**src/rtl/jstk_spi_responder_pkg.sv**
```systemverilog
`default_nettype none
// +--------------------------------------------------------------------------+
// | jstk_spi_responder_pkg : shared PmodJSTK frame layout, commands and FSM    |
// | Revision 1.0                                                               |
// +--------------------------------------------------------------------------+
package jstk_spi_responder_pkg;

  localparam int JSTK_FRAME_BYTES = 5;
  localparam int JSTK_CMD_LED_BIT = 7;

  localparam logic [2:0] BYTE_Y_LO = 3'd0;
  localparam logic [2:0] BYTE_Y_HI = 3'd1;
  localparam logic [2:0] BYTE_X_LO = 3'd2;
  localparam logic [2:0] BYTE_X_HI = 3'd3;
  localparam logic [2:0] BYTE_BTN  = 3'd4;

  localparam int BTN_C     = 0;
  localparam int BTN_STICK = 1;
  localparam int BTN_Z     = 2;

  typedef enum logic [1:0] {
    ST_IDLE  = 2'd0,
    ST_LOAD  = 2'd1,
    ST_SHIFT = 2'd2,
    ST_DONE  = 2'd3
  } state_t;

  // 40-bit frame in transmit order: byte0 occupies [39:32]
  function automatic logic [39:0] jstk_frame(input logic [9:0] x, input logic [9:0] y,
                                             input logic [2:0] b);
    return {y[7:0], 6'b0, y[9:8], x[7:0], 6'b0, x[9:8],
            5'b0, b[BTN_Z], b[BTN_STICK], b[BTN_C]};
  endfunction

endpackage
`default_nettype wire

```
**src/rtl/jstk_spi_responder_spi_edge_sync.sv**
```systemverilog
`default_nettype none
// +--------------------------------------------------------------------------+
// | jstk_spi_responder_spi_edge_sync : N-flop synchroniser with edge pulses    |
// | Revision 1.0                                                               |
// +--------------------------------------------------------------------------+
module jstk_spi_responder_spi_edge_sync #(
  parameter int   STAGES  = 2,
  parameter logic RST_VAL = 1'b0
) (
  input  logic clk,
  input  logic rst_ni,
  input  logic d_i,
  output logic level_o,
  output logic rise_o,
  output logic fall_o
);

  logic [STAGES-1:0] sync_q;
  logic              prev_q;

  always_ff @(posedge clk or negedge rst_ni) begin
    if (!rst_ni) begin
      sync_q <= {STAGES{RST_VAL}};
      prev_q <= RST_VAL;
    end else begin
      sync_q <= {sync_q[STAGES-2:0], d_i};
      prev_q <= sync_q[STAGES-1];
    end
  end

  assign level_o = sync_q[STAGES-1];
  assign rise_o  = sync_q[STAGES-1] & ~prev_q;
  assign fall_o  = ~sync_q[STAGES-1] & prev_q;

endmodule
`default_nettype wire

```
**src/rtl/jstk_spi_responder.sv**
```systemverilog
`default_nettype none
// +--------------------------------------------------------------------------+
// | jstk_spi_responder : PmodJSTK SPI slave emulator (JSTK_RESP_STATS_EN opt.) |
// | Revision 1.0                                                               |
// +--------------------------------------------------------------------------+
module jstk_spi_responder
  import jstk_spi_responder_pkg::*;
#(
  parameter int         SYNC_STAGES = 2,
  parameter int         FRAME_BYTES = JSTK_FRAME_BYTES,
  parameter logic [7:0] PAD_BYTE    = 8'h00
) (
  input  logic        clk,
  input  logic        reset_n,
  input  logic        ss,
  input  logic        sclk,
  input  logic        mosi,
  output logic        miso,
  input  logic [9:0]  joy_x,
  input  logic [9:0]  joy_y,
  input  logic [2:0]  btn,
  output logic [1:0]  led,
  output logic        frame_done,
  output logic        frame_abort,
  output logic [15:0] frame_cnt,
  output logic [7:0]  abort_cnt
);

  logic ss_lvl_unused, ss_rise, ss_fall;
  logic sclk_lvl_unused, sclk_rise, sclk_fall;
  logic mosi_s, mosi_rise_unused, mosi_fall_unused;

  // SS resets low so a frame already in progress at reset release produces no fall
  jstk_spi_responder_spi_edge_sync #(.STAGES(SYNC_STAGES), .RST_VAL(1'b0)) u_sync_ss (
    .clk(clk), .rst_ni(reset_n), .d_i(ss),
    .level_o(ss_lvl_unused), .rise_o(ss_rise), .fall_o(ss_fall));

  jstk_spi_responder_spi_edge_sync #(.STAGES(SYNC_STAGES), .RST_VAL(1'b0)) u_sync_sclk (
    .clk(clk), .rst_ni(reset_n), .d_i(sclk),
    .level_o(sclk_lvl_unused), .rise_o(sclk_rise), .fall_o(sclk_fall));

  jstk_spi_responder_spi_edge_sync #(.STAGES(SYNC_STAGES), .RST_VAL(1'b0)) u_sync_mosi (
    .clk(clk), .rst_ni(reset_n), .d_i(mosi),
    .level_o(mosi_s), .rise_o(mosi_rise_unused), .fall_o(mosi_fall_unused));

  state_t      state_q, state_d;
  logic [39:0] shadow_q, shadow_d;
  logic [2:0]  bit_cnt_q, bit_cnt_d;
  logic [2:0]  byte_cnt_q, byte_cnt_d;
  logic [6:0]  rx_q, rx_d;
  logic        cmd_set_q, cmd_set_d;
  logic [1:0]  cmd_led_q, cmd_led_d;
  logic [1:0]  led_q, led_d;
  logic        miso_q, miso_d;
  logic        done_w, abort_w;
  logic        new_frame;
  logic [39:0] snap;
  logic [7:0]  tx_byte;

  assign snap = jstk_frame(joy_x, joy_y, btn);

  always_comb begin
    tx_byte = PAD_BYTE;
    case (byte_cnt_q)
      BYTE_Y_LO: tx_byte = shadow_q[39:32];
      BYTE_Y_HI: tx_byte = shadow_q[31:24];
      BYTE_X_LO: tx_byte = shadow_q[23:16];
      BYTE_X_HI: tx_byte = shadow_q[15:8];
      BYTE_BTN:  tx_byte = shadow_q[7:0];
      default:   tx_byte = PAD_BYTE;
    endcase
    if (int'(byte_cnt_q) >= FRAME_BYTES) tx_byte = PAD_BYTE;
  end

  always_comb begin
    state_d    = state_q;
    shadow_d   = shadow_q;
    bit_cnt_d  = bit_cnt_q;
    byte_cnt_d = byte_cnt_q;
    rx_d       = rx_q;
    cmd_set_d  = cmd_set_q;
    cmd_led_d  = cmd_led_q;
    led_d      = led_q;
    miso_d     = miso_q;
    done_w     = 1'b0;
    abort_w    = 1'b0;
    new_frame  = 1'b0;

    case (state_q)
      ST_IDLE: begin
        if (ss_fall) new_frame = 1'b1;
      end
      ST_LOAD: begin
        state_d = ss_rise ? ST_DONE : ST_SHIFT;
      end
      ST_SHIFT: begin
        if (ss_rise) begin
          state_d = ST_DONE;
        end else if (sclk_rise) begin
          rx_d      = {rx_q[5:0], mosi_s};
          bit_cnt_d = bit_cnt_q + 3'd1;
          if (bit_cnt_q == 3'd7) begin
            byte_cnt_d = (byte_cnt_q == 3'd7) ? 3'd7 : byte_cnt_q + 3'd1;
            if (byte_cnt_q == 3'd0) begin
              cmd_set_d = rx_q[JSTK_CMD_LED_BIT-1];
              cmd_led_d = {rx_q[0], mosi_s};
            end
          end
        end else if (sclk_fall) begin
          // counters already reflect the preceding rise, so this is the next bit
          miso_d = tx_byte[~bit_cnt_q];
        end
      end
      ST_DONE: begin
        if (bit_cnt_q == 3'd0 && byte_cnt_q != 3'd0) begin
          done_w = 1'b1;
          if (cmd_set_q) led_d = cmd_led_q;
        end else begin
          abort_w = 1'b1;
        end
        state_d = ST_IDLE;
        if (ss_fall) new_frame = 1'b1;
      end
      default: state_d = ST_IDLE;
    endcase

    if (new_frame) begin
      state_d    = ST_LOAD;
      shadow_d   = snap;
      miso_d     = snap[39];
      bit_cnt_d  = 3'd0;
      byte_cnt_d = 3'd0;
      rx_d       = 7'd0;
      cmd_set_d  = 1'b0;
      cmd_led_d  = 2'b00;
    end
  end

  always_ff @(posedge clk or negedge reset_n) begin
    if (!reset_n) begin
      state_q    <= ST_IDLE;
      shadow_q   <= 40'd0;
      bit_cnt_q  <= 3'd0;
      byte_cnt_q <= 3'd0;
      rx_q       <= 7'd0;
      cmd_set_q  <= 1'b0;
      cmd_led_q  <= 2'b00;
      led_q      <= 2'b00;
      miso_q     <= 1'b0;
    end else begin
      state_q    <= state_d;
      shadow_q   <= shadow_d;
      bit_cnt_q  <= bit_cnt_d;
      byte_cnt_q <= byte_cnt_d;
      rx_q       <= rx_d;
      cmd_set_q  <= cmd_set_d;
      cmd_led_q  <= cmd_led_d;
      led_q      <= led_d;
      miso_q     <= miso_d;
    end
  end

  assign miso        = miso_q;
  assign led         = led_q;
  assign frame_done  = done_w;
  assign frame_abort = abort_w;

`ifdef JSTK_RESP_STATS_EN
  logic [15:0] frame_cnt_q;
  logic [7:0]  abort_cnt_q;

  always_ff @(posedge clk or negedge reset_n) begin
    if (!reset_n) begin
      frame_cnt_q <= 16'd0;
      abort_cnt_q <= 8'd0;
    end else begin
      if (done_w && frame_cnt_q != 16'hFFFF) frame_cnt_q <= frame_cnt_q + 16'd1;
      if (abort_w && abort_cnt_q != 8'hFF) abort_cnt_q <= abort_cnt_q + 8'd1;
    end
  end

  assign frame_cnt = frame_cnt_q;
  assign abort_cnt = abort_cnt_q;
`else
  assign frame_cnt = 16'd0;
  assign abort_cnt = 8'd0;
`endif

endmodule
`default_nettype wire
```
**config.mk**
```make
export PLATFORM = sky130hd
export DESIGN_NAME = jstk_spi_responder
export DESIGN_NICKNAME = d
export VERILOG_FILES = /design/src/rtl/jstk_spi_responder_pkg.sv /design/src/rtl/jstk_spi_responder_spi_edge_sync.sv /design/src/rtl/jstk_spi_responder.sv
export SDC_FILE = /design/constraint.sdc
export NUM_CORES = 1
export LEC_CHECK = 0
export ABC_AREA = 0
export CORE_MARGIN = 4
export CORE_UTILIZATION = 56
export CTS_BUF_LIST = sky130_fd_sc_hd__clkbuf_8
export DETAILED_ROUTE_END_ITERATION = 8
export PLACE_DENSITY = 0.87
export SLEW_MARGIN = 30
export SYNTH_ARGS = -nofsm -noshare
export SYNTH_HDL_FRONTEND = slang
export SYNTH_SLANG_ARGS = --single-unit
```
**constraint.sdc**
```tcl
create_clock -name clk -period 3 [get_ports clk]
set_input_delay 0.6 -clock clk [delete_from_list [all_inputs] [get_ports clk]]
set_output_delay 0.6 -clock clk [all_outputs]
set_load 0.01 [all_outputs]
```
# Word level (Yosys, flattened, before mapping)
# Cells that the tools add are included.
# classes
addsub,2
n_lt_le_gt_ge,2
eq_ne,12
n_mux,45
bitwise,9
reduce_logical,18
# ops
cell,n
8-bit one-hot mux with 5 select lines,1
3-bit two-way mux,10
7-bit two-way mux,4
1-bit two-way mux,19
2-bit two-way mux,8
2-bit nonzero test,5
3-bit == test (second input constant),3
8-bit two-way mux,1
4-bit AND reduction,2
3-bit by 1-bit adder with 3-bit output (second input constant),2
3-bit by 2-bit == test with 1-bit output (second input constant),2
3-bit logical NOT,2
2-bit one-hot mux with 3 select lines,1
3-bit AND reduction,2
5-bit AND reduction,1
1-bit AND,4
2-bit == test (second input constant),2
3-bit by 4-bit < comparator with 1-bit output (second input constant),1
2-bit by 1-bit != test with 1-bit output (second input constant),2
1-bit NOT,4
4-bit nonzero test,1
1-bit binary-select mux with 3-bit select,1
3-bit by 1-bit == test with 1-bit output (second input constant),1
3-bit greater-or-equal comparator (second input constant),1
8 further kinds,8
# totals
ff_bits,52
inputBits,28
word_cells,102

# Longest topological paths before layout
# depth
word_depth,10
mapped_depth,8
depth_no_buf,7

# Modules after synthesis
# Synthesis repeated with hierarchy kept, for this count alone.
# hier_totals
cells_unflattened,273
area_unflattened_um2,2613.8
# modules_own_cells
mod,instances,cells_each,area_each_um2
jstk_spi_responder,1,258,2343.5
jstk_spi_responder_spi_edge_sync,3,5,90.1

# Worst setup path before layout
# Ideal clock, no wire load.
# synth_timing
path_type,register to output
from,reg byte_cnt_q[0]
to,out frame_abort
t_arrival_ps,1315
required_time_ps,2400
slack_ps,1085
stages_incl_launch_ff,7
path_buffers,1
path_cell_list,dfrtp_1 inv_1 ha_1 buf_6 and2b_1 nor3b_2 and2b_1
# synth_between
elab_chain_len,4
# synth_rtl
item,line_no,source
"start, declared",jstk_spi_responder.sv:49,"logic [2:0] byte_cnt_q, byte_cnt_d;"
"start signal, assigned",jstk_spi_responder.sv:154,byte_cnt_q <= byte_cnt_d;
3-bit nonzero test,jstk_spi_responder.sv:115,if (bit_cnt_q == 3'd0 && byte_cnt_q != 3'd0) begin
1-bit logical AND,jstk_spi_responder.sv:115,
1-bit two-way mux,jstk_spi_responder.sv:115,
1-bit two-way mux,jstk_spi_responder.sv:89,case (state_q)
"end, declared",jstk_spi_responder.sv:24,"output logic frame_abort,"
# Every way passes these cells.

# Worst setup path in the final report
# layout_timing
from,reg byte_cnt_q[0]
to,out frame_done
# layout_between
elab_chain_len,4
# layout_rtl
item,line_no,source
3-bit nonzero test,jstk_spi_responder.sv:115,
1-bit logical AND,jstk_spi_responder.sv:115,
1-bit two-way mux,jstk_spi_responder.sv:115,
1-bit two-way mux,jstk_spi_responder.sv:89,
"end, declared",jstk_spi_responder.sv:23,"output logic frame_done,"
# Every way passes these cells.

==> metrics.txt <==
# TYPE chip_impl_metric gauge
chip_impl_metric{name="internal_power",unit="uW"} 1370
chip_impl_metric{name="clock-sinks",unit=""} 52
chip_impl_metric{name="asyncSetResetFlopFracSynth",unit="%"} 100
chip_impl_info{name="run_status",value="complete, no violations"} 1
chip_impl_metric{name="vias",unit=""} 1925
chip_impl_info{name="cts_tree",value="done"} 1
chip_impl_metric{name="clkLatencyLatePin",unit="ns"} 0.31
chip_impl_metric{name="power.static_leakage",unit="uW"} 0.00143
chip_impl_metric{name="die_w",unit="um"} 76.1
chip_impl_metric{name="cap_violations",unit=""} 0
chip_impl_metric{name="antennaDiodeCount",unit=""} 0
chip_impl_metric{name="cell_count_after_synthesis",unit=""} 278
chip_impl_metric{name="grt_max_degree",unit=""} 40
chip_impl_metric{name="design.die.area",unit="um2"} 5790
chip_impl_info{name="synth_top_flop_cell",value="dfrtp_1"} 1
chip_impl_metric{name="numCtsBuffers",unit=""} 5
chip_impl_metric{name="grt_antenna_before_repair",unit=""} 0
chip_impl_metric{name="post_detail_place_hpwl",unit="um"} 3780
chip_impl_metric{name="max_freq",unit="MHz"} 363
chip_impl_metric{name="hold_violations",unit=""} 0
chip_impl_info{name="rsz0062_at_grt",value="false"} 1
chip_impl_metric{name="design.final.nets",unit=""} 346
chip_impl_metric{name="viasPerCell",unit=""} 5.35
chip_impl_metric{name="ctsResizeCount",unit=""} 0
chip_impl_metric{name="drive_above_1_share",unit="%"} 6.82
chip_impl_metric{name="cts_htree_levels",unit=""} 2
chip_impl_metric{name="path_clk_slew",unit="ns"} 0.09
chip_impl_info{name="routed.top_layer",value="met4"} 1
chip_impl_metric{name="yosys_warnings",unit=""} 0
chip_impl_info{name="worst_hold_path_type",value="input port to asynchronous set/reset pin"} 1
chip_impl_metric{name="pwr_density_cell",unit="nW/um2"} 729
chip_impl_metric{name="period_minus_slack",unit="ns"} 2.76
chip_impl_metric{name="routed_wire_length",unit="um"} 5100
chip_impl_metric{name="drc",unit=""} 0
chip_impl_metric{name="gp_congestion",unit=""} 0.862
chip_impl_metric{name="post_synth_instance_area",unit="um2"} 2600
chip_impl_metric{name="layout.core_utilization",unit="%"} 66.4
chip_impl_metric{name="ys_ff_latch",unit=""} 52
chip_impl_metric{name="cts_hold_buf",unit=""} 0
chip_impl_info{name="startpoint_type",value="flip-flop"} 1
chip_impl_metric{name="comb_power_share",unit="%"} 31.9
chip_impl_metric{name="worst_voltage_drop_across_the_vdd_grid",unit="mV"} 0.391
chip_impl_metric{name="worstPathRequired",unit="ns"} 2.40
chip_impl_metric{name="via_count_of_the_first_global_routing_pass",unit=""} 1835
chip_impl_metric{name="synth.avg_cell_area",unit="um2"} 9.34
chip_impl_info{name="timing.critical_path.to_type",value="primary output"} 1
chip_impl_metric{name="finalMaxSlewViolations",unit=""} 0
chip_impl_metric{name="met1Wirelength",unit="um"} 2050
chip_impl_metric{name="power.sequential.fraction",unit="%"} 49.5
chip_impl_metric{name="setup_tns_final",unit="ns"} 0
chip_impl_metric{name="p_sw",unit="uW"} 769
chip_impl_metric{name="post_dp_cell_area",unit="um2"} 2840
chip_impl_metric{name="floorplan.initialDensity",unit="%"} 58.8
chip_impl_metric{name="grt_use_total",unit="%"} 17.7
chip_impl_metric{name="post_cts_buffers",unit=""} 0
chip_impl_metric{name="count_of_filler_cells_inserted_in_the_layout",unit=""} 363
chip_impl_info{name="critPathKind",value="flip-flop to primary output"} 1
chip_impl_metric{name="dr.pass1.iters",unit=""} 4
chip_impl_metric{name="wl_per_cell",unit="um"} 14.2
chip_impl_metric{name="max_slew.worst_pin.slew",unit="ns"} 0.682
chip_impl_metric{name="placeableCoreArea",unit="um2"} 4410
chip_impl_metric{name="synth_sequential_area_ratio",unit="%"} 50.1
chip_impl_metric{name="area_growth_syn_to_layout",unit="%"} 12.8
chip_impl_metric{name="relSlewSlack",unit="%"} 54.5
chip_impl_metric{name="finish.instance_area",unit="um2"} 2930
chip_impl_metric{name="swShare",unit="%"} 36.0
chip_impl_metric{name="layout_worst_path_cycle_share",unit="%"} 91.9
chip_impl_metric{name="fin_worst_skew",unit="ns"} 0.00588
chip_impl_metric{name="timing.critical_path.arrival",unit="ns"} 2.16
chip_impl_metric{name="cts_buffer_depth",unit=""} 2
chip_impl_metric{name="wire_length_of_the_first_global_routing_pass",unit="um"} 8470
chip_impl_metric{name="timing.final.setup_violations",unit=""} 0
chip_impl_metric{name="floorplan.io_pins",unit=""} 57
chip_impl_metric{name="p_clk_share",unit="%"} 18.6
chip_impl_metric{name="numPortBuffers",unit=""} 32
chip_impl_metric{name="dr.first_iter.drc_count",unit=""} 249
chip_impl_metric{name="route.met3.wl",unit="um"} 354
chip_impl_metric{name="drt.antenna.violating_nets",unit=""} 0
chip_impl_metric{name="row_count",unit=""} 24
chip_impl_metric{name="ys_types",unit=""} 43
chip_impl_metric{name="die-height",unit="um"} 76.1
chip_impl_metric{name="path_max_fanout",unit=""} 6
chip_impl_metric{name="globalRoute.totalOverflow",unit=""} 0
chip_impl_metric{name="synth_edf_count",unit=""} 0
chip_impl_metric{name="routed-wl-met2",unit="um"} 2590
chip_impl_info{name="root_buffer",value="clkbuf_8"} 1
registers in the layout, summed over array words and instances (netlist names):
signal and count:
u_sync_ss.prev_q 1, cmd_set_q 1, bit_cnt_q 3, cmd_led_q 2, rx_q 7, led 2, state_q 2, u_sync_sclk.sync_q 2
u_sync_ss.sync_q 2, shadow_q 23, miso 1, byte_cnt_q 3, u_sync_mosi.sync_q 2, u_sync_sclk.prev_q 1
critical path, stage by stage (launching register included):
cell and delay [ns]:
dfrtp_1 0.44, inv_1 0.09, ha_1 0.22, and2b_1 0.18, nor3b_2 0.19, and2_2 0.19, clkdlybuf4s50_1 0.53
cell families after synthesis:
kind of cell	count (synthesis)	synth area share [%]
other cells	1	0.144
compound gates	35	8.82
xor+xnor	1	0.337
mux	8	3.18
buf+inv	45	11.0
fa+ha+maj	11	5.30
simple gates	125	21.1
flops	52	50.1
cells in the mapped netlist (2+ instances only):
library cell / number / area, um2
buf_1: 2 / 7.51
dfrtp_1: 52 / 1300
clkbuf_1: 4 / 15.0
o21ai_0: 6 / 30.0
inv_2: 2 / 7.51
or4_1: 2 / 15.0
nand4b_1: 2 / 17.5
nor2_1: 6 / 22.5
buf_6: 3 / 33.8
and2b_1: 2 / 15.0
buf_4: 24 / 180
a22oi_1: 2 / 15.0
nand3_1: 4 / 20.0
a222oi_1: 2 / 20.0
a21oi_1: 14 / 70.1
buf_2: 4 / 20.0
a221oi_1: 3 / 26.3
and3_1: 3 / 18.8
nand2_1: 92 / 345
mux2i_1: 6 / 60.1
ha_1: 11 / 138
nor3_1: 5 / 25.0
inv_1: 6 / 22.5
mux2_2: 2 / 22.5
layout make-up:
cell class	instances	area, um2	area share [%]
sequential	52	1300	44.4
multi-input combinational	204	1090	37.4
timing repair buffer	36	345	11.8
clock buffer	5	68.8	2.35
tap	52	65.1	2.22
inverter	8	30.0	1.03
clock inverter	3	23.8	0.812
through the flow:
step                hold WS, ns  std cells  worst slack [ns]  power (uW)
detailed placement        0.336        352             0.608        1750
global placement          0.335        352             0.635        1700
global route              0.180        360             0.102        2290
CTS                       0.180        360             0.253        2150
floorplan                 0.304        301              1.09        1540
finish                    0.176        360             0.243        2130
power groups by stage:
| stage | combinational, uW | sequential (uW) | clock, uW |
|---|---|---|---|
| after floorplan | 527 | 1010 | 0 |
| after global placement | 641 | 1050 | 0 |
| after detailed placement | 680 | 1070 | 0 |
| after CTS | 688 | 1060 | 404 |
| after global routing | 770 | 1080 | 435 |
| final | 682 | 1060 | 397 |
routing by layer:
layer,track usage (%),up-vias
li1,-,926
met1,22.4,913
met2,29.7,72
met3,4.61,14
met4,5.59,0
met5,0,-
cell usage in the layout (no fill, tap or decap), types with 2 or more instances in the layout:
cell	count
or4_1	2
and3_1	3
a21oi_1	14
nand3_1	4
conb_1	24
clkbuf_8	5
nand4b_1	2
mux2i_1	6
inv_2	2
nor2_1	6
and2b_1	2
o21ai_0	6
mux2_2	2
dfrtp_1	52
nand2_1	92
ha_1	11
nor3_1	5
buf_4	4
a221oi_1	3
a22oi_1	2
clkdlybuf4s50_1	31
inv_1	6
clkinvlp_4	2
a222oi_1	2
final timing paths:
path	start	to	slack [ns]	cells after the start
max in group asynchronous	reset_n	byte_cnt_q[2]$_DFFE_PN0P_	2.04	2
setup reg to reg	state_q[0]$_DFFE_PN0P_	cmd_led_q[1]$_DFFE_PN0P_	0.97	6
hold / removal	reset_n	shadow_q[0]$_DFFE_PN0P_	0.18	1
min in group clk	u_sync_sclk.sync_q[0]$_DFF_PN0_	u_sync_sclk.sync_q[1]$_DFF_PN0_	0.36	0
setup / recovery	byte_cnt_q[0]$_DFFE_PN0P_	frame_done	0.24	6
hold reg to reg	u_sync_sclk.sync_q[0]$_DFF_PN0_	u_sync_sclk.sync_q[1]$_DFF_PN0_	0.36	0
(Power assumes the default switching activity.)
